--- src/rtl/serial_result_rx_if.sv ---
// Handshake/bus bundle between the serial result receiver and its neighbours.
// master: the side driving the serial stream and consuming the FIFO words.
// slave:  the receiver itself.
interface serial_result_rx_if #(
  parameter int unsigned WIDTH = 3,
  parameter int unsigned DEPTH = 4
);
  localparam int unsigned CW = $clog2(DEPTH) + 1;

  logic             en_i;
  logic             in_c;
  logic             clr_i;
  logic             ready_i;
  logic [WIDTH-1:0] data_o;
  logic             valid_o;
  logic [CW-1:0]    count_o;
  logic             ovf_o;
  logic             ferr_o;

  modport master (
    output en_i, in_c, clr_i, ready_i,
    input  data_o, valid_o, count_o, ovf_o, ferr_o
  );

  modport slave (
    input  en_i, in_c, clr_i, ready_i,
    output data_o, valid_o, count_o, ovf_o, ferr_o
  );
endinterface

--- src/rtl/serial_result_rx.sv ---
// Serial-to-parallel receiver for the serial adder result stream.
// Frames start with a one-cycle en_i strobe on the MSB; completed words are
// buffered in a first-word-fall-through FIFO drained by valid/ready.
// Sticky flags report dropped words (ovf_o) and restarted frames (ferr_o).
module serial_result_rx #(
  parameter int unsigned WIDTH = 3,
  parameter int unsigned DEPTH = 4
) (
  input logic               clk,
  input logic               rst_n,
  serial_result_rx_if.slave bus
);
  localparam int unsigned AW = $clog2(DEPTH);
  localparam int unsigned CW = AW + 1;
  localparam int unsigned BW = $clog2(WIDTH);

  typedef enum logic {
    IDLE,
    SHIFT
  } state_t;

  state_t           state, state_n;
  logic [BW-1:0]    bcnt, bcnt_n;
  logic [WIDTH-1:0] sreg, sreg_n;
  logic [WIDTH-1:0] shifted;
  logic [WIDTH-1:0] msb_load;
  logic             push;
  logic             ferr_set;

  logic [WIDTH-1:0] mem [DEPTH];
  logic [AW-1:0]    rd_ptr, wr_ptr;
  logic [CW-1:0]    count, count_n;
  logic             valid_q;
  logic             ovf_q, ferr_q;
  logic             pop, full, push_ok, ovf_set;

  // The MSB of sreg is shifted out as the word completes and is never read.
  logic             sreg_msb_unused;
  assign sreg_msb_unused = sreg[WIDTH-1];

  assign shifted  = {sreg[WIDTH-2:0], bus.in_c};
  assign msb_load = {{(WIDTH-1){1'b0}}, bus.in_c};

  // Receive FSM state, bit counter and shift register.
  always_ff @(posedge clk or negedge rst_n) begin
    if (!rst_n) begin
      state <= IDLE;
      bcnt  <= '0;
      sreg  <= '0;
    end else begin
      state <= state_n;
      bcnt  <= bcnt_n;
      sreg  <= sreg_n;
    end
  end

  // Next-state logic: frame start, shifting, completion and framing restart.
  always_comb begin
    state_n  = state;
    bcnt_n   = bcnt;
    sreg_n   = sreg;
    push     = 1'b0;
    ferr_set = 1'b0;
    unique case (state)
      IDLE: begin
        if (bus.en_i) begin
          sreg_n  = msb_load;
          bcnt_n  = BW'(1);
          state_n = SHIFT;
        end
      end
      SHIFT: begin
        if (bus.en_i) begin
          // A strobe mid-word abandons the partial word and restarts on this bit.
          ferr_set = 1'b1;
          sreg_n   = msb_load;
          bcnt_n   = BW'(1);
        end else begin
          sreg_n = shifted;
          if (bcnt == BW'(WIDTH - 1)) begin
            push    = 1'b1;
            bcnt_n  = '0;
            state_n = IDLE;
          end else begin
            bcnt_n = bcnt + BW'(1);
          end
        end
      end
      default: state_n = IDLE;
    endcase
  end

  assign pop     = valid_q & bus.ready_i;
  assign full    = (count == CW'(DEPTH));
  // A pop in the same cycle frees the slot, so a push into a full FIFO succeeds.
  assign push_ok = push & (~full | pop);
  assign ovf_set = push & full & ~pop;

  // Occupancy update from accepted push and pop.
  always_comb begin
    count_n = count;
    unique case ({push_ok, pop})
      2'b10:   count_n = count + CW'(1);
      2'b01:   count_n = count - CW'(1);
      default: count_n = count;
    endcase
  end

  // FIFO pointers, occupancy, valid and sticky flags (set wins over clear).
  always_ff @(posedge clk or negedge rst_n) begin
    if (!rst_n) begin
      rd_ptr  <= '0;
      wr_ptr  <= '0;
      count   <= '0;
      valid_q <= 1'b0;
      ovf_q   <= 1'b0;
      ferr_q  <= 1'b0;
    end else begin
      if (push_ok) wr_ptr <= wr_ptr + AW'(1);
      if (pop)     rd_ptr <= rd_ptr + AW'(1);
      count   <= count_n;
      valid_q <= (count_n != '0);
      ovf_q   <= ovf_set  | (ovf_q  & ~bus.clr_i);
      ferr_q  <= ferr_set | (ferr_q & ~bus.clr_i);
    end
  end

  // FIFO storage; contents are only observable through the valid-gated head.
  always_ff @(posedge clk) begin
    if (push_ok) mem[wr_ptr] <= shifted;
  end

  assign bus.data_o  = valid_q ? mem[rd_ptr] : '0;
  assign bus.valid_o = valid_q;
  assign bus.count_o = count;
  assign bus.ovf_o   = ovf_q;
  assign bus.ferr_o  = ferr_q;
endmodule

--- src/flat_wrapper.sv ---
// flat-port wrapper written by rule: the top's interface ports become plain ports
module serial_result_rx_flat 
#(
  parameter int unsigned WIDTH = 3,
  parameter int unsigned DEPTH = 4
)
  (clk, rst_n, bus_en_i, bus_in_c, bus_clr_i, bus_ready_i, bus_data_o, bus_valid_o, bus_count_o, bus_ovf_o, bus_ferr_o);
  serial_result_rx_if #(.WIDTH(WIDTH), .DEPTH(DEPTH)) bus_i ();
  input logic clk;
  input logic rst_n;
  input wire logic [$bits(bus_i.en_i)-1:0] bus_en_i;
  input wire logic [$bits(bus_i.in_c)-1:0] bus_in_c;
  input wire logic [$bits(bus_i.clr_i)-1:0] bus_clr_i;
  input wire logic [$bits(bus_i.ready_i)-1:0] bus_ready_i;
  output wire logic [$bits(bus_i.data_o)-1:0] bus_data_o;
  output wire logic [$bits(bus_i.valid_o)-1:0] bus_valid_o;
  output wire logic [$bits(bus_i.count_o)-1:0] bus_count_o;
  output wire logic [$bits(bus_i.ovf_o)-1:0] bus_ovf_o;
  output wire logic [$bits(bus_i.ferr_o)-1:0] bus_ferr_o;
  assign bus_i.en_i = bus_en_i;
  assign bus_i.in_c = bus_in_c;
  assign bus_i.clr_i = bus_clr_i;
  assign bus_i.ready_i = bus_ready_i;
  assign bus_data_o = bus_i.data_o;
  assign bus_valid_o = bus_i.valid_o;
  assign bus_count_o = bus_i.count_o;
  assign bus_ovf_o = bus_i.ovf_o;
  assign bus_ferr_o = bus_i.ferr_o;
  serial_result_rx #(.WIDTH(WIDTH), .DEPTH(DEPTH)) u_core (.clk(clk), .rst_n(rst_n), .bus(bus_i));
endmodule
--- config.mk ---
export PLATFORM = sky130hd
export DESIGN_NAME = serial_result_rx_flat
export DESIGN_NICKNAME = d
export VERILOG_FILES = /design/src/rtl/serial_result_rx_if.sv /design/src/rtl/serial_result_rx.sv /design/src/flat_wrapper.sv
export SDC_FILE = /design/constraint.sdc
export NUM_CORES = 1
export LEC_CHECK = 0
export CAP_MARGIN = 40
export CORE_MARGIN = 2
export CORE_UTILIZATION = 40
export CTS_BUF_LIST = sky130_fd_sc_hd__clkbuf_4
export DETAILED_ROUTE_END_ITERATION = 6
export HOLD_SLACK_MARGIN = 0.1
export PLACE_DENSITY = 0.57
export SYNTH_ARGS = -nofsm -noshare
export SYNTH_HDL_FRONTEND = slang
export SYNTH_SLANG_ARGS = --single-unit
export TNS_END_PERCENT = 100
--- constraint.sdc ---
create_clock -name clk -period 5 [get_ports clk]
set_input_delay 1.25 -clock clk [delete_from_list [all_inputs] [get_ports clk]]
set_output_delay 1.25 -clock clk [all_outputs]
set_load 0.03 [all_outputs]
==> results of run 1 <==
[power by group]
part	internal [W]	total, W	switching [W]	leakage (nW)
combinational	0.000137	0.000275	0.000137	0.247
clock	0.0000300	0.0000931	0.0000631	0.0177
sequential	0.000272	0.000323	0.0000512	0.283
[final cells by class]
type | instances | share of cell area [%]
multi-input combinational | 50 | 31.8
clock inverter | 1 | 0.353
sequential | 27 | 51.9
inverter | 6 | 1.59
clock buffer | 3 | 1.59
timing repair buffer | 14 | 9.89
tap | 33 | 2.91
[flip-flops by register name, indices dropped and copies added (netlist names)]
signal              cells
u_core.rd_ptr           2
u_core.bus.ovf_o        1
u_core.wr_ptr           2
u_core.bcnt             2
u_core.bus.ferr_o       1
u_core.mem             12
u_core.state            1
u_core.sreg             2
u_core.bus.valid_o      1
u_core.bus.count_o      3
[layer usage]
| layer | vias up | part of all wire [%] | wire [um] | GRT usage (%) |
|---|---|---|---|---|
| met4 | 0 | 0.84 | 16 | 6.82 |
| met5 | - | 0 | 0 | 0 |
| met2 | 13 | 50 | 946 | 22.0 |
| met1 | 322 | 46 | 883 | 17.4 |
| li1 | 325 | - | - | - |
| met3 | 2 | 3.2 | 61 | 1.97 |
[through the flow]
step / util [%] / hold WS [ns]
floorplan: - / 0.475
global route: 47.6 / 0.588
detailed placement: 46.7 / 0.516
global placement: 46.7 / 0.513
finish: 47.6 / 0.540
CTS: 47.6 / 0.543
[worst paths after layout]
| path | end | slack [ns] | from |
|---|---|---|---|
| setup / recovery | bus_data_o[2] | 1.61 | u_core.rd_ptr[0]$_DFFE_PN0P_ |
| hold / removal | u_core.bus.ferr_o$_DFF_PN0_ | 0.54 | u_core.bus.ferr_o$_DFF_PN0_ |
| setup reg to reg | u_core.bus.valid_o$_DFF_PN0_ | 2.79 | u_core.state$_DFF_PN0_ |
| hold reg to reg | u_core.bus.ferr_o$_DFF_PN0_ | 0.54 | u_core.bus.ferr_o$_DFF_PN0_ |
| max in group asynchronous | u_core.bus.ferr_o$_DFF_PN0_ | 3.20 | rst_n |
| min in group asynchronous | u_core.rd_ptr[1]$_DFFE_PN0P_ | 1.34 | rst_n |
[cell families (layout without fill, tap and decap cells)]
kind of cell               Yosys count  count (layout)
DFF                                 27              27
and+or+nand+nor                     23              23
AOI/OAI and AO/OA                    9               9
buffers and inverters                8              24
muxes                                7               7
adders and majority gates            6               6
xor gates and xnor gates             5               5
[worst reg2reg max path, stage by stage (launching register included)]
cell	delay [ns]
dfrtp_1	0.55
nand4bb_4	0.16
a21oi_4	0.20
inv_1	0.07
ha_1	0.23
fa_1	0.42
mux2_2	0.28
nor2_1	0.09
o211ai_1	0.10
[synthesized netlist by cell type]
master     count  area share (%)
a21o_1         1            0.61
a21oi_1        1            0.41
a21oi_4        1             1.3
and2_1         7             3.6
buf_2          1            0.41
buf_6          1            0.92
dfrtp_1       15              31
edfxtp_1      12              29
fa_1           1             1.6
ha_1           5             5.1
inv_1          6             1.8
mux2_1         1            0.92
mux2_2         2             1.8
mux2i_1        1            0.82
mux4_2         3             5.5
nand2_1        4             1.2
nand2b_1       2             1.0
nand3_1        1            0.41
nand4bb_4      1             2.2
nor2_1         4             1.2
nor2b_1        2             1.0
nor3b_2        1             1.0
o211ai_1       1            0.61
o21ai_0        4             1.6
o22ai_1        1            0.51
or2_2          1            0.51
xnor2_1        5             3.6
==> run metrics, run 1 <==
status=finished, final reports clean; clk slew on worst S/H paths=0.14 ns; IR drop worst, VDD=0.205 mV; port bufs=14; Setup Fix Bufs, Post-CTS=0; final setup margin=1.61 ns; Leak=0.548 nW; post-synth cell types=27; first-pass GRT wire length=3330 um; mux share of post-synthesis cell area=9.09%; via count=662; critical path's slowest cell=clkdlybuf4s50_1; Core Area=0.00298 mm^2; Fillers=274; WP buf/inv=1; Site Rows=20; CTS tree=done; Mapped Area=0.00122 mm^2; Die Y=59.3 um; final net count=114; family with the most delay on the worst path=buffers and inverters; gpl congestion=0.663; drt first pass iters=4; commonest non-fill, non-tap cell in the layout=dfrtp_1; cts repair resizes=0; CTS Buf Count=3; clk_lat worst skew=0.32 ns; CP max FO=5; DR vias/cell=4.94; Starting Density=41.1%; Ys Warns=0; Seq cells post-synth=27; xor/xnor share of the synthesized area=3.58%; # setup viols final=0; RSZ-0062 raised after global routing=no; multi-input combinational cell area=450 um^2; Syn Inst Count=85; Mapped Nets=97; crit path launch type=flop; dpl cell area=0.00139 mm^2; critical path type=flop to primary output; WP data required=3.75 ns; final instance area=0.00142 mm^2; total of max-cap violations=0; CTS root buf=clkbuf_4; pre-CTS WS=1.39 ns; register area share after synthesis=60.1%; Final Cycle Share=67.7%; area grow syn2layout=15.7%; Post-Route WL=1910 um; Critical Path Sink Type=primary output; initial antenna violation count=0; hold path cells=2; DP HPWL=1470 um; antenna viol nets, final=0; gr usage total=13.5%; cell depth of the worst setup path=3; most frequent cells in the layout=15 x dfrtp_1, 14 x clkdlybuf4s50_1, 12 x edfxtp_1, 7 x and2_1, 6 x inv_1; remaining routing DRC violations=0; Die Wd=59.3 um; worst-case clock buffer depth=2; Slew @ Worst Pin=0.729 ns; hold_buf cts=0; hold crit path type=flop to flop; Power, Total=0.000690 W; Storage cell area=736 um^2; Avg Cell Area, Syn=14.4 um^2; Slew Limit Fails=0; CP cell instances=mux4_2 -> and2_1 -> clkdlybuf4s50_1; Ports=15; fmax=0.295 GHz; R2R depth=8; post-route minimum period=3.39 ns; fin cells=134; max incr delay on CP=0.58 ns; htree depth=1; vias in the first global route=731; Final Skew=0.00734 ns; largest family of logic cells by synthesized area=simple AND/OR/NAND/NOR gates; n_diodes=0; Hold Fails Final Rpt=0; headroom to the max-slew limit=51.3%; Synth Area in Adders=6.74%; crit path DAT=2.14 ns; Compound-Gate Fraction of Synth Area=5.11%; PD cells=487 mW/mm^2; GR Overflow Total=0; WL/cell=14.2 um; layout cells sized above 1=12.9%; simple-gate share of the synthesized area=12.3%; detailed router's first-iteration violation count=16; full die area=0.00352 mm^2; Sink Count=27; setup tns final=0 ns; pin count of the biggest net entering global routing=16; Placed Cells=130
No activity file was read; power rests on OpenSTA's default activity.
==> inputs of run 2 (changes only) <==
--- a/config.mk
+++ b/config.mk
@@ -11,7 +11,7 @@
 export CTS_BUF_LIST = sky130_fd_sc_hd__clkbuf_4
 export DETAILED_ROUTE_END_ITERATION = 6
 export HOLD_SLACK_MARGIN = 0.1
-export PLACE_DENSITY = 0.57
+export PLACE_DENSITY = 0.59
 export SYNTH_ARGS = -nofsm -noshare
 export SYNTH_HDL_FRONTEND = slang
 export SYNTH_SLANG_ARGS = --single-unit
==> constraint.sdc (replaced) <==
create_clock -name clk -period 3 [get_ports clk]
set_input_delay 0.75 -clock clk [delete_from_list [all_inputs] [get_ports clk]]
set_output_delay 0.75 -clock clk [all_outputs]
set_load 0.03 [all_outputs]
==> run 2 against run 1 <==
Non-clock buffer count rose by 3. Critical endpoint unchanged. Clock skew fell by 0.0015 ns. Highest routed layer unchanged. Power up 67%. Largest power group unchanged. Clock power rose by 69%.
==> run metrics, run 2 (synthesis results as in run 1) <==
CTS Buf Count=3 (unchanged); Slew Limit Fails=0 (unchanged); total of max-cap violations=0 (unchanged); NetSw=0.000416 W (+65%); cts repair resizes=0 (unchanged); setup tns final=0 ns (unchanged); Flop pwr share=46.4% (-0.3 points); area grow syn2layout=17.8%; Final Skew=0.00588 ns (-0.00145 ns); hold path cells=2 (unchanged); combinational power share=40.0% (+0.2 points); Core Area=0.00298 mm^2 (unchanged); gr usage total=12.1% (-1.4 points); WP data required=2.25 ns (-1.50 ns); Int Power=0.000739 W (+68%); Slew @ Worst Pin=0.720 ns (-0.00914 ns); n_diodes=0 (unchanged); IR drop worst, VDD=0.419 mV (+100%); Critical Path Sink Type=primary output; CP cell instances=mux4_2 -> and2_1 -> clkdlybuf4s50_1; status=finished, final reports clean; DR vias/cell=4.85 (-1.9%); WL/cell=13.0 um (-8.4%); hold_buf cts=0 (unchanged); cell depth of the worst setup path=3 (unchanged); htree depth=1 (unchanged); dpl cell area=0.00141 mm^2 (+1.6%); fmax=0.349 GHz; Post-Route WL=1790 um (-6.4%); worst-case clock buffer depth=2 (unchanged); antenna viol nets, final=0 (unchanged); Leak=0.559 nW (+2.0%); Die Y=59.3 um (unchanged); Sink Count=27 (unchanged); GR Overflow Total=0 (unchanged); CP max FO=5 (unchanged); headroom to the max-slew limit=51.9% (+0.61 points); drt first pass iters=3 (-1); pin count of the biggest net entering global routing=17 (+1); Site Rows=20 (unchanged); PD cells=801 mW/mm^2 (+64%); Clock Power Share=13.6% (about the same); crit path DAT=2.11 ns (-0.03 ns); initial antenna violation count=0 (unchanged); full die area=0.00352 mm^2 (unchanged); Biggest register=u_core.mem; family with the most delay on the worst path=buffers and inverters; hold crit path type=flop to flop; clk_lat worst skew=0.32 ns (about the same); gpl congestion=0.692 (+4.4%); critical path's slowest cell=clkdlybuf4s50_1; CTS tree=done; R2R depth=8 (unchanged); max incr delay on CP=0.58 ns (about the same); Ports=15 (unchanged); RSZ-0062 raised after global routing=no; via count=664 (+0.30%); vias in the first global route=655 (-10%); critical path type=flop to primary output; Setup Fix Bufs, Post-CTS=0 (unchanged); crit path launch type=flop; CTS root buf=clkbuf_4; clk slew on worst S/H paths=0.14 ns (about the same); Hold Fails Final Rpt=0 (unchanged); Starting Density=41.1% (unchanged); # setup viols final=0 (unchanged); WP buf/inv=1 (unchanged); DP HPWL=1390 um (-5.4%); post-route minimum period=2.86 ns; final net count=117 (+2.6%); remaining routing DRC violations=0 (unchanged); first-pass GRT wire length=3040 um (-8.9%); Final Cycle Share=95.4%; detailed router's first-iteration violation count=13 (-3); most frequent cells in the layout=15 x dfrtp_1, 14 x clkdlybuf4s50_1, 12 x edfxtp_1, 7 x and2_1, 6 x inv_1; layout cells sized above 1=15.4% (+2.5 points); Die Wd=59.3 um (unchanged); port bufs=14 (unchanged); switch share=36.0% (-0.41 points); commonest non-fill, non-tap cell in the layout=dfrtp_1; number of flip-flops in the largest register=12 (unchanged); final instance area=0.00144 mm^2 (+1.8%)
## run 2: changes by cell type in the layout (fill, tap and decap cells not counted), sizes merged
cell / previous run / this run
clkinvlp: 0 / 1
buf: 0 / 3
clkinv: 1 / 0
## run 2: area by class of cell
cell class,instances,area (um^2)
multi-input cells,50,450
well taps,33,41.3
flip-flops and latches,27,736
clock buffers,3,22.5
clock inverters,1,7.51
fillers,262,1540
repair buffers,17,163
inverters,6,22.5
## run 2: final timing paths
kind / to / start / slack, ns
max in group asynchronous: u_core.sreg[1]$_DFFE_PN0P_ / rst_n / 1.71
max reg2reg: u_core.bus.valid_o$_DFF_PN0_ / u_core.state$_DFF_PN0_ / 0.83
max: bus_data_o[2] / u_core.rd_ptr[0]$_DFFE_PN0P_ / 0.14
min reg2reg: u_core.bus.ferr_o$_DFF_PN0_ / u_core.bus.ferr_o$_DFF_PN0_ / 0.54
min: u_core.bus.ferr_o$_DFF_PN0_ / u_core.bus.ferr_o$_DFF_PN0_ / 0.54
min in group asynchronous: u_core.rd_ptr[0]$_DFFE_PN0P_ / rst_n / 0.84
## run 2: worst min-delay path: cells and delay by family (launching register included)
kind / cells / cell delay [ns]
AO/OA/AOI/OAI: 1 / 0.06
buffers and inverters: 1 / 0.05
flip-flops: 1 / 0.40
## run 2: power groups by stage
stage | Sequential, W | Combinational (W) | Clock [W]
final | 0.000536 | 0.000462 | 0.000157
after global routing | 0.000551 | 0.000505 | 0.000185
after CTS | 0.000539 | 0.000467 | 0.000166
after detailed placement | 0.000547 | 0.000467 | 0
after global placement | 0.000544 | 0.000458 | 0
after floorplan | 0.000568 | 0.000296 | 0
## run 2: stage by stage
step,total power [W],setup slack (ns),hold WS [ns],utilization [%],instances
2_1_floorplan,0.000864,0.584,0.454,-,85
3_3_place_gp,0.00100,0.178,0.501,47.4,133
3_5_place_dp,0.00101,0.101,0.510,47.4,133
4_1_cts,0.00117,0.107,0.547,48.4,137
5_1_grt,0.00124,0.0222,0.579,48.4,137
6_report,0.00116,0.137,0.540,48.4,137
## run 2: metal layers
| layer | GRT usage, % | up-vias | share of wire [%] |
|---|---|---|---|
| li1 | - | 331 | - |
| met1 | 14.2 | 318 | 46 |
| met2 | 20.7 | 13 | 50 |
| met3 | 4.59 | 2 | 4.0 |
| met4 | 2.92 | 0 | 0.67 |
| met5 | 0 | - | 0 |
